### src/rtl/cp0_pkg.sv
// CP0 shared constants: register indices, exception codes,
// status/cause bit positions and the redirect-PC select encodings.
package cp0_pkg;

    localparam logic [4:0] REG_STATUS = 5'd12;
    localparam logic [4:0] REG_CAUSE  = 5'd13;
    localparam logic [4:0] REG_EPC    = 5'd14;

    localparam logic [1:0] EXC_INTR   = 2'd0;
    localparam logic [1:0] EXC_SYS    = 2'd1;
    localparam logic [1:0] EXC_UNIMPL = 2'd2;
    localparam logic [1:0] EXC_OVF    = 2'd3;

    localparam int STA_IE  = 0;
    localparam int STA_SYS = 1;
    localparam int STA_UNI = 2;
    localparam int STA_OVF = 3;
    localparam int STA_IM  = 8;

    localparam int CAU_CODE = 2;
    localparam int CAU_PEND = 8;
    localparam int CAU_IDX  = 16;

    typedef enum logic [1:0] {
        SEL_NPC = 2'b00,
        SEL_EPC = 2'b01,
        SEL_VEC = 2'b10
    } selpc_e;

endpackage

### src/rtl/cp0_status_stack.sv
// Bounded LIFO of saved status words for nested traps.
// Ports: clk, clrn (sync, active-low), push, pop, din -> top, full, empty.
module cp0_status_stack
    import cp0_pkg::*;
#(
    parameter int DEPTH = 2,
    parameter int DW    = $clog2(DEPTH + 1)
) (
    input  logic        clk,
    input  logic        clrn,
    input  logic        push,
    input  logic        pop,
    input  logic [31:0] din,
    output logic [31:0] top,
    output logic        full,
    output logic        empty
);

    logic [31:0]   stk [DEPTH];
    logic [DW-1:0] depth;

    assign full  = (depth == DW'(DEPTH));
    assign empty = (depth == '0);

    always_comb begin
        top = '0;
        for (int i = 0; i < DEPTH; i++)
            if (depth == DW'(i + 1)) top = stk[i];
    end

    always_ff @(posedge clk) begin
        if (!clrn) begin
            depth <= '0;
            for (int i = 0; i < DEPTH; i++) stk[i] <= '0;
        end else if (push) begin
            if (full) begin
                // Overflow: discard the oldest entry, depth saturates.
                for (int i = 0; i < DEPTH - 1; i++) stk[i] <= stk[i + 1];
                stk[DEPTH - 1] <= din;
            end else begin
                for (int i = 0; i < DEPTH; i++)
                    if (depth == DW'(i)) stk[i] <= din;
                depth <= depth + DW'(1);
            end
        end else if (pop && !empty) begin
            depth <= depth - DW'(1);
        end
    end

endmodule

### src/rtl/cp0_exc_unit.sv
// CP0 status/cause/epc registers with trap prioritisation, IRQ masking
// and nested-handler status stack. Inputs: retire strobe, pc/npc,
// exception flags, eret, mtc0/c0 index/data, irq lines. Outputs:
// c0_rdata, exc, selpc, exc_vector, epc_out, sta_out, inta.
module cp0_exc_unit
    import cp0_pkg::*;
#(
    parameter int          NUM_IRQ    = 4,
    parameter int          NEST_DEPTH = 2,
    parameter bit          IRQ_EDGE   = 1'b0,
    parameter bit          VECTORED   = 1'b0,
    parameter logic [31:0] EXC_BASE   = 32'h0000_0008
) (
    input  logic               clk,
    input  logic               clrn,
    input  logic               valid,
    input  logic [31:0]        pc,
    input  logic [31:0]        npc,
    input  logic               syscall,
    input  logic               unimpl,
    input  logic               ovf,
    input  logic               eret,
    input  logic               mtc0,
    input  logic [4:0]         c0_rd,
    input  logic [31:0]        c0_wdata,
    input  logic [NUM_IRQ-1:0] irq,
    output logic [31:0]        c0_rdata,
    output logic               exc,
    output logic [1:0]         selpc,
    output logic [31:0]        exc_vector,
    output logic [31:0]        epc_out,
    output logic [31:0]        sta_out,
    output logic [NUM_IRQ-1:0] inta
);

    localparam logic [31:0] STA_MASK =
        32'h0000_000F | (((32'd1 << NUM_IRQ) - 32'd1) << STA_IM);

    logic [31:0]        sta, epc, cause_rd, stk_top;
    logic [1:0]         code, code_n;
    logic [2:0]         idx, id;
    logic [NUM_IRQ-1:0] pend, pend_q, irq_q, elig, clr;
    logic               take, sync, int_ok, is_int;
    logic               do_wr, do_pop, stk_full, stk_empty;

    assign pend = IRQ_EDGE ? pend_q : irq;
    assign elig = pend & sta[STA_IM +: NUM_IRQ];
    assign take = clrn & valid;

    always_comb begin
        sync   = 1'b1;
        code_n = EXC_INTR;
        if (ovf && sta[STA_OVF])         code_n = EXC_OVF;
        else if (unimpl && sta[STA_UNI]) code_n = EXC_UNIMPL;
        else if (syscall && sta[STA_SYS]) code_n = EXC_SYS;
        else                              sync = 1'b0;
    end

    always_comb begin
        id = '0;
        for (int k = NUM_IRQ - 1; k >= 0; k--)
            if (elig[k]) id = 3'(k);
    end

    // Interrupts are deferred while the stack is full or CP0 is busy.
    assign int_ok = sta[STA_IE] & (|elig) & ~stk_full & ~mtc0 & ~eret;
    assign exc    = take & (sync | int_ok);
    assign is_int = exc & ~sync;
    assign inta   = is_int ? (NUM_IRQ'(1) << id) : '0;
    assign do_wr  = take & mtc0 & ~exc;
    assign do_pop = take & eret & ~exc;

    assign exc_vector = (VECTORED && is_int)
                      ? EXC_BASE + 32'({id, 5'b0}) + 32'd32
                      : EXC_BASE;

    always_comb begin
        selpc = SEL_NPC;
        if (exc)         selpc = SEL_VEC;
        else if (do_pop) selpc = SEL_EPC;
    end

    always_comb begin
        cause_rd = '0;
        cause_rd[CAU_CODE +: 2]       = code;
        cause_rd[CAU_PEND +: NUM_IRQ] = pend;
        cause_rd[CAU_IDX +: 3]        = idx;
    end

    always_comb begin
        unique case (c0_rd)
            REG_STATUS: c0_rdata = sta;
            REG_CAUSE:  c0_rdata = cause_rd;
            REG_EPC:    c0_rdata = epc;
            default:    c0_rdata = '0;
        endcase
    end

    always_comb begin
        clr = inta;
        if (do_wr && c0_rd == REG_CAUSE)
            clr = clr | ~c0_wdata[CAU_PEND +: NUM_IRQ];
    end

    assign epc_out = epc;
    assign sta_out = sta;

    cp0_status_stack #(.DEPTH(NEST_DEPTH)) u_stack (
        .clk   (clk),
        .clrn  (clrn),
        .push  (exc),
        .pop   (do_pop),
        .din   (sta),
        .top   (stk_top),
        .full  (stk_full),
        .empty (stk_empty)
    );

    always_ff @(posedge clk) begin
        if (!clrn) begin
            sta    <= '0;
            epc    <= '0;
            code   <= '0;
            idx    <= '0;
            pend_q <= '0;
            irq_q  <= '0;
        end else if (valid) begin
            if (exc) begin
                epc  <= sync ? pc : npc;
                sta  <= sta & ~32'd1;
                code <= code_n;
                if (is_int) idx <= id;
            end else begin
                if (do_wr && c0_rd == REG_STATUS) sta <= c0_wdata & STA_MASK;
                if (do_wr && c0_rd == REG_EPC)    epc <= c0_wdata;
                // eret wins over a simultaneous status write.
                if (do_pop && !stk_empty)         sta <= stk_top & STA_MASK;
            end
            irq_q  <= irq;
            pend_q <= (pend_q & ~clr) | (irq & ~irq_q);
        end
    end

endmodule

### config.mk
export PLATFORM = sky130hd
export DESIGN_NAME = cp0_exc_unit
export DESIGN_NICKNAME = d
export VERILOG_FILES = /design/src/rtl/cp0_pkg.sv /design/src/rtl/cp0_status_stack.sv /design/src/rtl/cp0_exc_unit.sv
export SDC_FILE = /design/constraint.sdc
export NUM_CORES = 1
export LEC_CHECK = 0
export ABC_CLOCK_PERIOD_IN_PS = 8010
export BUFFER_PORTS_ARGS = -buffer_cell sky130_fd_sc_hd__buf_2
export CORE_MARGIN = 2
export CORE_UTILIZATION = 50
export CTS_BUF_LIST = sky130_fd_sc_hd__clkbuf_4
export CTS_CLUSTER_SIZE = 24
export DETAILED_ROUTE_END_ITERATION = 10
export GPL_ROUTABILITY_DRIVEN = 0
export HOLD_SLACK_MARGIN = 0.02
export PLACE_DENSITY = 0.78
export SYNTH_ARGS = -nofsm -noshare
export SYNTH_HDL_FRONTEND = slang
export SYNTH_HIERARCHICAL = 1
export SYNTH_SLANG_ARGS = --single-unit
### constraint.sdc
create_clock -name clk -period 8.01 [get_ports clk]
set_input_delay 0 -clock clk [delete_from_list [all_inputs] [get_ports clk]]
set_output_delay 0 -clock clk [all_outputs]
set_load 0.005 [all_outputs]
==> reports/results.tsv, run 1 <==
metric	value	unit
Leakage	2.88	nW
setup TNS	0	ps
first-pass GRT wire length	23.0	mm
Post-CTS Resized	0	
worst path buffer plus inverter count	2	
clk slew on worst S/H paths	130	ps
layout cell share with drive strength beyond 1	34.2	%
Max transition margin	22.4	%
crit share post-route	39.1	%
Ys Warns	6	
outcome	complete, no violations	
Antenna Nets Post-Route	0	
most frequent cell on the critical path	nor4b_1	
Max Fclk	0.319	GHz
CTS sink count	62	
HP Class	primary input to flip-flop	
Avg Cell Area, Syn	8.19	um2
Die W	101	um
Critical Path Source Type	flip-flop	
initial antenna violation count	0	
Final nets	870	
gr usage total	28.7	%
Post-Route WL	15.4	mm
dpl cell area	5340	um2
Clock Tree Root	clkbuf_4	
first drt pass iteration count	5	
Site Rows	35	
Max clock buf depth	2	
gr ovfl total	0	
Crit. End Element	primary output	
Hold Vio Cnt, Final	0	
hpwl dp	10.7	mm
Buffers on Ports	191	
hold_buf cts	37	
detailed-route DRC error count	0	
placed cells	816	
TritonCTS clock tree	done	
RSZ-0062 raised after global routing	false	
htree depth	3	
worst-path maximum fanout	39	
Slowest cell on crit path	nor4b_1	
# setup viols final	0	
Final min period	3130	ps
via count	5006	
Initial Util	51.2	%
Post-Synthesis Cell Area	4680	um2
Post-Syn Instances	572	
Crit Path Category	flip-flop to primary output	
Crit path required time	8010	ps
Post-CTS Setup Bufs	0	
latest clock arrival within the worst-skew pair	440	ps
crit path DAT	3130	ps
number of buffers created by CTS	9	
power density cells	111	nW/um2
Max Cap Violations	0	
non-filler cells, final	869	
largest net degree at the start of global routing	70	
Slew Viols, Final	0	
final hold slack	35.0	ps
area delta synth->final	25.0	%
die area	10200	um2
post-route cell area	5850	um2
drt wl/cell	17.7	um
Die Height	101	um
drt via density	5.76	
Iter 0 DRT Violations	438	
Tightest Pin Transition	1160	ps
Max IR drop VDD	65.5	uV
critical path, cell by cell	inv_1 -> ha_1 -> nor4b_1 -> o21ai_4 -> nor4b_1 -> buf_2	
I/O pin count	248	
vias in the first global route	4536	
Crit path largest cell delay	690	ps
antenna diode count	0	
clock skew	20.7	ps
core area	9150	um2
Crit path max-delay family	simple AND/OR/NAND/NOR gates	
## area by class of cell
class	count	area, um2
Fill cell	788	3300
Multi-Input combinational cell	401	2630
Sequential cell	62	1400
Timing Repair Buffer	236	1390
Inverter	43	161
Tap cell	111	139
Clock inverter	7	72.6
Clock buffer	9	67.6
## per-layer routing
layer / share of wire [%] / vias up / wire [um] / GRT usage (%)
met1: 39 / 2338 / 5970 / 35.1
met4: 3.0 / 0 / 459 / 12.5
met2: 50 / 293 / 7770 / 50.2
met3: 7.9 / 45 / 1210 / 4.09
li1: - / 2330 / - / -
met5: 0 / - / 0 / 0
## through the flow
| step | total power [mW] | setup WS, ps | util (%) |
|---|---|---|---|
| floorplan | 0.394 | 5820 | - |
| global placement | 0.414 | 5340 | 58.4 |
| detailed placement | 0.414 | 5180 | 58.4 |
| CTS | 0.654 | 4930 | 64.0 |
| global route | 0.678 | 4610 | 64.0 |
| finish | 0.653 | 4880 | 64.0 |
## placed cells by master, fill, tap and decap left out, types with 2 or more instances in the layout
| cell | n |
|---|---|
| o21a_1 | 2 |
| a222oi_1 | 7 |
| nand4b_1 | 3 |
| inv_1 | 42 |
| conb_1 | 56 |
| o221a_2 | 2 |
| mux2i_1 | 9 |
| clkinvlp_4 | 2 |
| nor4_1 | 2 |
| inv_6 | 2 |
| ha_1 | 4 |
| a21oi_1 | 42 |
| and2_1 | 10 |
| nand2_1 | 77 |
| buf_4 | 8 |
| clkbuf_4 | 9 |
| clkinv_2 | 2 |
| a311oi_1 | 32 |
| o221ai_1 | 32 |
| dfxtp_1 | 46 |
| nor2b_1 | 3 |
| buf_2 | 191 |
| a21bo_2 | 32 |
| a221oi_1 | 2 |
| nand2b_1 | 4 |
| nand3_1 | 2 |
| and3_1 | 24 |
| edfxtp_1 | 16 |
| a22o_1 | 23 |
| o21ai_0 | 14 |
| dlygate4sd3_1 | 37 |
| nor4b_1 | 3 |
| nor2_2 | 3 |
## worst register-to-register path: cells and delay by family (launching register included)
kind                       cells  cell delay [ps]
and+or+nand+nor                2              910
buffers and inverters          2              670
AOI/OAI and AO/OA              2              570
adders and majority gates      1              390
DFF                            1              370
## state kept, by name, indices dropped and copies added, names as in the netlist
register / flops
epc_out: 32
u_stack/stk: 16
sta_out: 8
code: 2
idx: 2
u_stack/depth: 2
## power by group
group          switching [mW]  internal (mW)  leakage, nW
combinational          0.0480         0.0493         2.27
sequential            0.00228          0.324        0.536
clock                   0.133         0.0959       0.0727
total                   0.183          0.469         2.88
## worst paths after layout
check | depth (start not counted) | endpoint | slack, ps | start
setup / recovery | 6 | inta[1] | 4880 | u_stack/depth[0]
hold / removal | 5 | epc_out[24] | 40 | pc[24]
setup reg to reg | 7 | sta_out[0] | 4990 | u_stack/depth[0]
hold reg to reg | 2 | code[0] | 490 | code[0]
(Power assumes the default switching activity.)
==> run 2, diff against run 1 <==
Settings changed: ABC_AREA set to 1, ABC_CLOCK_PERIOD_IN_PS 8010 to 2800, CORE_UTILIZATION 50 to 47, PLACE_DENSITY 0.78 to 0.77.
Clock period 8.01 ns to 2.8 ns, I/O delays scaled along.
==> run 2 against run 1 <==
Against the previous run: flip-flop and latch count unchanged; worst setup slack worse by 4700 ps; utilization up 2.7 points; via count is 4.7% higher; non-clock buffer count up 44; sequential power rose to 2.9 times the previous value; combinational power rose to 2.9 times the previous value; hold slack better by 13 ps; global-route usage fell by 1.6 points; synthesized cell count grew 27%; power rose to 2.8 times the previous value; critical path depth up 4.
==> reports/results.tsv, run 2 <==
metric	value	unit	change
crit path DAT	2910	ps	-220 ps
clock skew	18.8	ps	-1.86 ps
I/O pin count	248		unchanged
Final WS setup	201	ps	-4680 ps
# setup viols final	0		unchanged
r2r worst-path depth	10		+3
Combinational Power Share	15.3	%	+0.4 points
layout cell share with drive strength beyond 1	24.2	%	-10 points
dpl ws	256	ps	-4920 ps
die area	10400	um2	+2.4%
max FFs per register	32		unchanged
largest net degree at the start of global routing	49		-30%
Iter 0 DRT Violations	227		-48%
Max transition margin	55.2	%	+33 points
Leakage	3.22	nW	+12%
Final nets	1091		+25%
Ys Warns	6		unchanged
internal power	1.34	mW	+190%
most frequent cell on the critical path	nand2_1		
power density cells	294	nW/um2	+160%
Clock Tree Root	clkbuf_4		
worst-path maximum fanout	35		-10%
vias in the first global route	4819		+6.2%
detailed-route DRC error count	0		unchanged
clk slew on worst S/H paths	120	ps	about the same
Post-Synthesis Cell Area	4510	um2	-3.6%
Crit path required time	3110	ps	-4900 ps
sequential fraction of design power	51.4	%	+1.4 points
outcome	complete, no violations		
net switching power	0.484	mW	+160%
core area	9280	um2	+1.4%
Antenna Nets Post-Route	0		unchanged
Post-Syn Instances	728		+27%
Die Height	102	um	+1.2%
initial antenna violation count	3		+3
worst path buffer plus inverter count	4		+2
total power	1.82	mW	+180%
area delta synth->final	37.1	%	
placed cells	1014		+24%
Min-Delay Startpoint	npc[16]		
hpwl dp	9.96	mm	-6.8%
Slew Viols, Final	0		unchanged
Max IR drop VDD	174	uV	+170%
Crit path largest cell delay	550	ps	-140 ps
CTS sink count	62		unchanged
worst reg2reg path startpoint	sta_out[1]		
Die W	102	um	+1.2%
Site Rows	35		unchanged
Hold Path End	epc_out[16]		
Final min period	2600	ps	
Tightest Pin Transition	671	ps	-491 ps
Finished Core Util	66.7	%	+2.7 points
Crit. End Element	flip-flop		
WHS Path Cells	7		+2
first drt pass iteration count	5		unchanged
critical path, cell by cell	nand2_1 -> nand3_4 -> inv_2 -> buf_4 -> nand2_1 -> nand2_1 -> dlygate4sd3_1 -> o21ai_0 -> nor2_1 -> dlygate4sd3_1		
Crit. path cell count	10		+4
Buffers on Ports	191		unchanged
Max Fclk	0.385	GHz	
Slowest cell on crit path	dlygate4sd3_1		
drt wl/cell	13.2	um	-26%
Max clock buf depth	2		unchanged
Net Sw Frac	26.6	%	-1.5 points
drt via density	4.72		-18%
htree depth	3		unchanged
Clk pwr share	33.4	%	-1.7 points
Crit Path Category	flip-flop to flip-flop		
Initial Util	48.6	%	-2.6 points
via count	5242		+4.7%
Avg Cell Area, Syn	6.20	um2	-24%
non-filler cells, final	1110		+28%
HP Class	primary input to flip-flop		
Critical Path Source Type	flip-flop		
gr ovfl total	0		unchanged
commonest non-fill, non-tap cell in the layout	nand2_1		
Max Cap Violations	0		unchanged
crit share post-route	92.8	%	
Hold Vio Cnt, Final	0		unchanged
TritonCTS clock tree	done		
setup slack, reg-to-reg	200	ps	-4790 ps
number of buffers created by CTS	9		unchanged
first-pass GRT wire length	22.1	mm	-4.0%
gr usage total	27.2	%	-1.6 points
most frequent cells in the layout	nand2_1, buf_2, nor2_1		
Crit path max-delay family	buffers and inverters		
setup TNS	0	ps	unchanged
R2R Path End	epc_out[10]		
Post-Route WL	14.6	mm	-5.2%
latest clock arrival within the worst-skew pair	410	ps	-30 ps
## run 2: cell types whose count changed in the layout (fill, tap and decap cells not counted), moves of 24 or more
cell / change
o221ai_1: -31
nand3_1: +38
a21oi_1: -41
o21ai_0: +55
a311oi_1: -32
nand2_1: +150
nor2_1: +124
dlygate4sd3_1: +41
a21bo_2: -32
and3_1: -24
## run 2: how the worst max path moves through the flow
| stage | from | endpoint |
|---|---|---|
| 2_1_floorplan | u_stack/depth[0] | u_stack/stk[0][32] |
| 3_3_place_gp | u_stack/depth[0] | u_stack/stk[0][1] |
| 3_5_place_dp | u_stack/depth[0] | u_stack/stk[0][2] |
| 4_1_cts | u_stack/depth[0] | epc_out[31] |
| 5_1_grt | sta_out[2] | epc_out[9] |
| 6_report | sta_out[1] | epc_out[10] |
## run 2: routing by layer
layer / routed length, um / global-route usage, % / vias up
li1: - / - / 2641
met1: 5940 / 32.5 / 2337
met2: 7360 / 48.3 / 242
met3: 1080 / 4.38 / 20
met4: 224 / 11.4 / 2
met5: 13 / 0 / -
## run 2: area by class of cell
cell class	instances	area, um2
multi-input cells	557	2420
fillers	826	3090
flip-flops and latches	62	1400
repair buffers	280	1820
well taps	129	161
diodes	2	5.00
inverters	64	243
clock inverters	7	65.1
clock buffers	9	67.6
## run 2: through the flow
stage	hold slack [ps]	instance area, um2
floorplan	116	4720
CTS	25.2	6180
global route	99.9	6190
finish	48.5	6190
detailed placement	306	5270
global placement	294	5270
## run 2: what timing repair did
action,in CTS,in global routing
resized for setup,0,2
hold buffers,78,0
endpoints found under the setup margin,0,26
buffers inserted,0,0
endpoints found under the hold margin,42,0
## run 2: power by group through the flow
| stage | Clock, mW | Sequential (mW) | Combinational (mW) |
|---|---|---|---|
| floorplan | 0 | 0.955 | 0.153 |
| global placement | 0 | 0.957 | 0.204 |
| detailed placement | 0 | 0.957 | 0.204 |
| CTS | 0.624 | 0.937 | 0.271 |
| global route | 0.657 | 0.938 | 0.309 |
| finish | 0.608 | 0.937 | 0.278 |
## run 2: worst reg2reg max path, stage by stage (launching register included)
cell,delay [ps]
dfxtp_1,490
nand2_1,140
nand3_4,90
inv_2,50
buf_4,250
nand2_1,120
nand2_1,50
dlygate4sd3_1,550
o21ai_0,180
nor2_1,50
dlygate4sd3_1,550
==> run 3, diff against run 2 <==
Settings changed: CORE_ASPECT_RATIO set to 0.9, CORE_UTILIZATION 47 to 41, PLACE_DENSITY 0.77 to 0.88, SYNTH_HIERARCHICAL 1 to unset.
==> run 3 against run 2 <==
Against the previous run: die area rose by 7.2%; flip-flop and latch count did not move; clock power fell by 2%; sequential share of layout area rose by 1.5 points; cell area fell by 6.2%; critical path depth rose by 2; clock-buffer cell count did not move; global-route usage fell by 1.9 points; hold slack improved by 2.6 ps; via count fell by 2.9%; clock skew rose by 2.0 ps; non-clock buffer count fell by 18.
==> reports/results.tsv, run 3 <==
metric	value	unit	change
Max IR drop VDD	201	uV	+16%
first-pass GRT wire length	22.6	mm	+2.4%
Crit path largest cell delay	550	ps	about the same
most frequent cells in the layout	nand2_1, buf_2, nor2_1		
via count	5090		-2.9%
sequential fraction of design power	51.8	%	+0.4 points
Post-Route WL	14.7	mm	+0.73%
drt wl/cell	14.4	um	+9.4%
Max Fclk	0.374	GHz	-2.7%
largest net degree at the start of global routing	46		-6.1%
Post-Syn Instances	646		-11%
Hold Vio Cnt, Final	0		unchanged
Net Sw Frac	29.7	%	+3.1 points
final hold slack	51.1	ps	+2.57 ps
leading area contributor after synthesis	dfxtp_1		
post-synth cell types	39		
number of buffers created by CTS	9		unchanged
dpl cell area	5010	um2	-4.8%
Max transition margin	54.4	%	-0.79 points
Finished Core Util	57.1	%	-9.5 points
Leakage	2.91	nW	-9.5%
core area	10200	um2	+9.4%
layout cell share with drive strength beyond 1	26.7	%	+2.5 points
register area share after synthesis	33.1	%	
HP Class	primary input to flip-flop		
Iter 0 DRT Violations	418		+84%
ys async rst share	0	%	
non-filler cells, final	1022		-7.9%
Max clock buf depth	2		unchanged
Clk pwr share	33.0	%	-0.4 points
commonest non-fill, non-tap cell in the layout	nand2_1		
Tightest Pin Transition	679	ps	+7.28 ps
# setup viols final	0		unchanged
Avg Cell Area, Syn	6.55	um2	+5.6%
Crit path required time	3120	ps	about the same
htree depth	3		unchanged
worst-path maximum fanout	32		-8.6%
cell with the most instances after synthesis	nand2_1		
Die Height	100	um	-1.6%
post-route cell area	5810	um2	-6.2%
setup TNS	0	ps	unchanged
CTS sink count	62		unchanged
TritonCTS clock tree	done		
Site Rows	35		unchanged
clock skew	20.8	ps	+2.00 ps
met2 WL	6.81	mm	-7.5%
detailed-route DRC error count	0		unchanged
Die W	111	um	+8.9%
Slowest cell on crit path	dlygate4sd3_1		
area delta synth->final	37.2	%	about the same
I/O pin count	248		unchanged
clk slew on worst S/H paths	130	ps	about the same
Max Cap Violations	0		unchanged
hpwl dp	10.0	mm	+0.85%
Combinational Power Share	15.2	%	about the same
critical path, cell by cell	nand2_1 -> nand2_1 -> nor2_4 -> buf_4 -> clkinvlp_4 -> nand2_1 -> nand2_1 -> nand2_1 -> nand2_1 -> dlygate4sd3_1 -> nor2_1 -> nor2_1		
outcome	complete, no violations		
Crit Path Category	flip-flop to flip-flop		
flops & latches, synth	62		
drt via density	4.98		+5.5%
internal power	1.27	mW	-5.0%
first drt pass iteration count	5		unchanged
Post-CTS Setup Bufs	0		unchanged
most frequent cell on the critical path	nand2_1		
crit path DAT	2990	ps	+80 ps
Critical Path Source Type	flip-flop		
Initial Util	41.7	%	-7.0 points
RSZ-0062 raised after global routing	true		
gr usage total	25.3	%	-1.9 points
Post-synth EDFFs	16		
post-synth top area share	21.8	%	
max FFs per register	32		unchanged
Ys Warns	0		-6
Final min period	2670	ps	+72.6 ps
Final nets	1004		-8.0%
Crit. End Element	flip-flop		
Antenna Nets Post-Route	0		unchanged
total power	1.81	mW	-0.73%
most instantiated cells after synthesis	nand2_1, nor2_1, buf_4, o21ai_0, dfxtp_1		
vias in the first global route	4639		-3.7%
wl on met1	5.99	mm	+0.84%
gr ovfl total	0		unchanged
net switching power	0.538	mW	+11%
Buffers on Ports	191		unchanged
latest clock arrival within the worst-skew pair	430	ps	+20 ps
Top FF cell, synth	dfxtp_1		
Post-Synthesis Cell Area	4230	um2	-6.3%
top cells by area, synth	dfxtp_1, nand2_1, edfxtp_1		
dpl ws	226	ps	-29.5 ps
DR top layer	met4		
initial antenna violation count	1		-2
crit share post-route	95.4	%	+2.6 points
Slew Viols, Final	0		unchanged
Clock Tree Root	clkbuf_4		
Final WS setup	128	ps	-72.6 ps
die area	11200	um2	+7.2%
power density cells	312	nW/um2	+5.9%
placed cells	941		-7.2%
met3 wire len	1.50	mm	+39%
## run 3: path summary, 6_finish.rpt
kind | start | to | slack, ps | depth (start not counted)
min | irq[3] | idx[0] | 50 | 5
max reg2reg | sta_out[2] | epc_out[25] | 130 | 12
min reg2reg | idx[1] | idx[1] | 480 | 2
max | sta_out[2] | epc_out[25] | 130 | 12
## run 3: worst max-delay path: cells and delay by family (launching register included)
kind	cells	cell delay (ps)
buffers and inverters	3	1240
DFF	1	360
and+or+nand+nor	9	950
## run 3: power groups by stage
stage | Combinational (mW) | Clock [mW] | Sequential [mW]
6_report | 0.275 | 0.597 | 0.938
5_1_grt | 0.304 | 0.648 | 0.939
4_1_cts | 0.263 | 0.608 | 0.937
3_5_place_dp | 0.204 | 0 | 0.957
3_3_place_gp | 0.204 | 0 | 0.957
2_1_floorplan | 0.152 | 0 | 0.955
## run 3: cell type report
cell class | count | area [um2]
multi-input cells | 500 | 2250
repair buffers | 262 | 1660
clock buffers | 9 | 67.6
clock inverters | 7 | 61.3
well taps | 129 | 161
fillers | 939 | 4350
inverters | 52 | 204
diodes | 1 | 2.50
flip-flops and latches | 62 | 1400
## run 3: per-layer routing
metal / vias to the layer above / track usage, %
met4: 0 / 9.88
met5: - / 0
met2: 346 / 42.4
li1: 2432 / -
met3: 47 / 5.62
met1: 2265 / 32.1
## run 3: kinds of logic after synthesis
kind of cell / Yosys count / share of synthesized area, %
AND/OR/NAND/NOR: 331 / 32.3
buffers and inverters: 138 / 18.7
AO/OA/AOI/OAI: 109 / 14.6
flip-flops: 62 / 33.1
adder cells (fa/ha/maj): 4 / 1.18
other: 2 / 0.177
## run 3: repair_timing
| action | 4_1_cts | 5_1_grt |
|---|---|---|
| resized for setup | 0 | 7 |
| hold buffers | 64 | 0 |
| setup endpoints to repair | 0 | 34 |
| hold endpoints to repair | 40 | 0 |
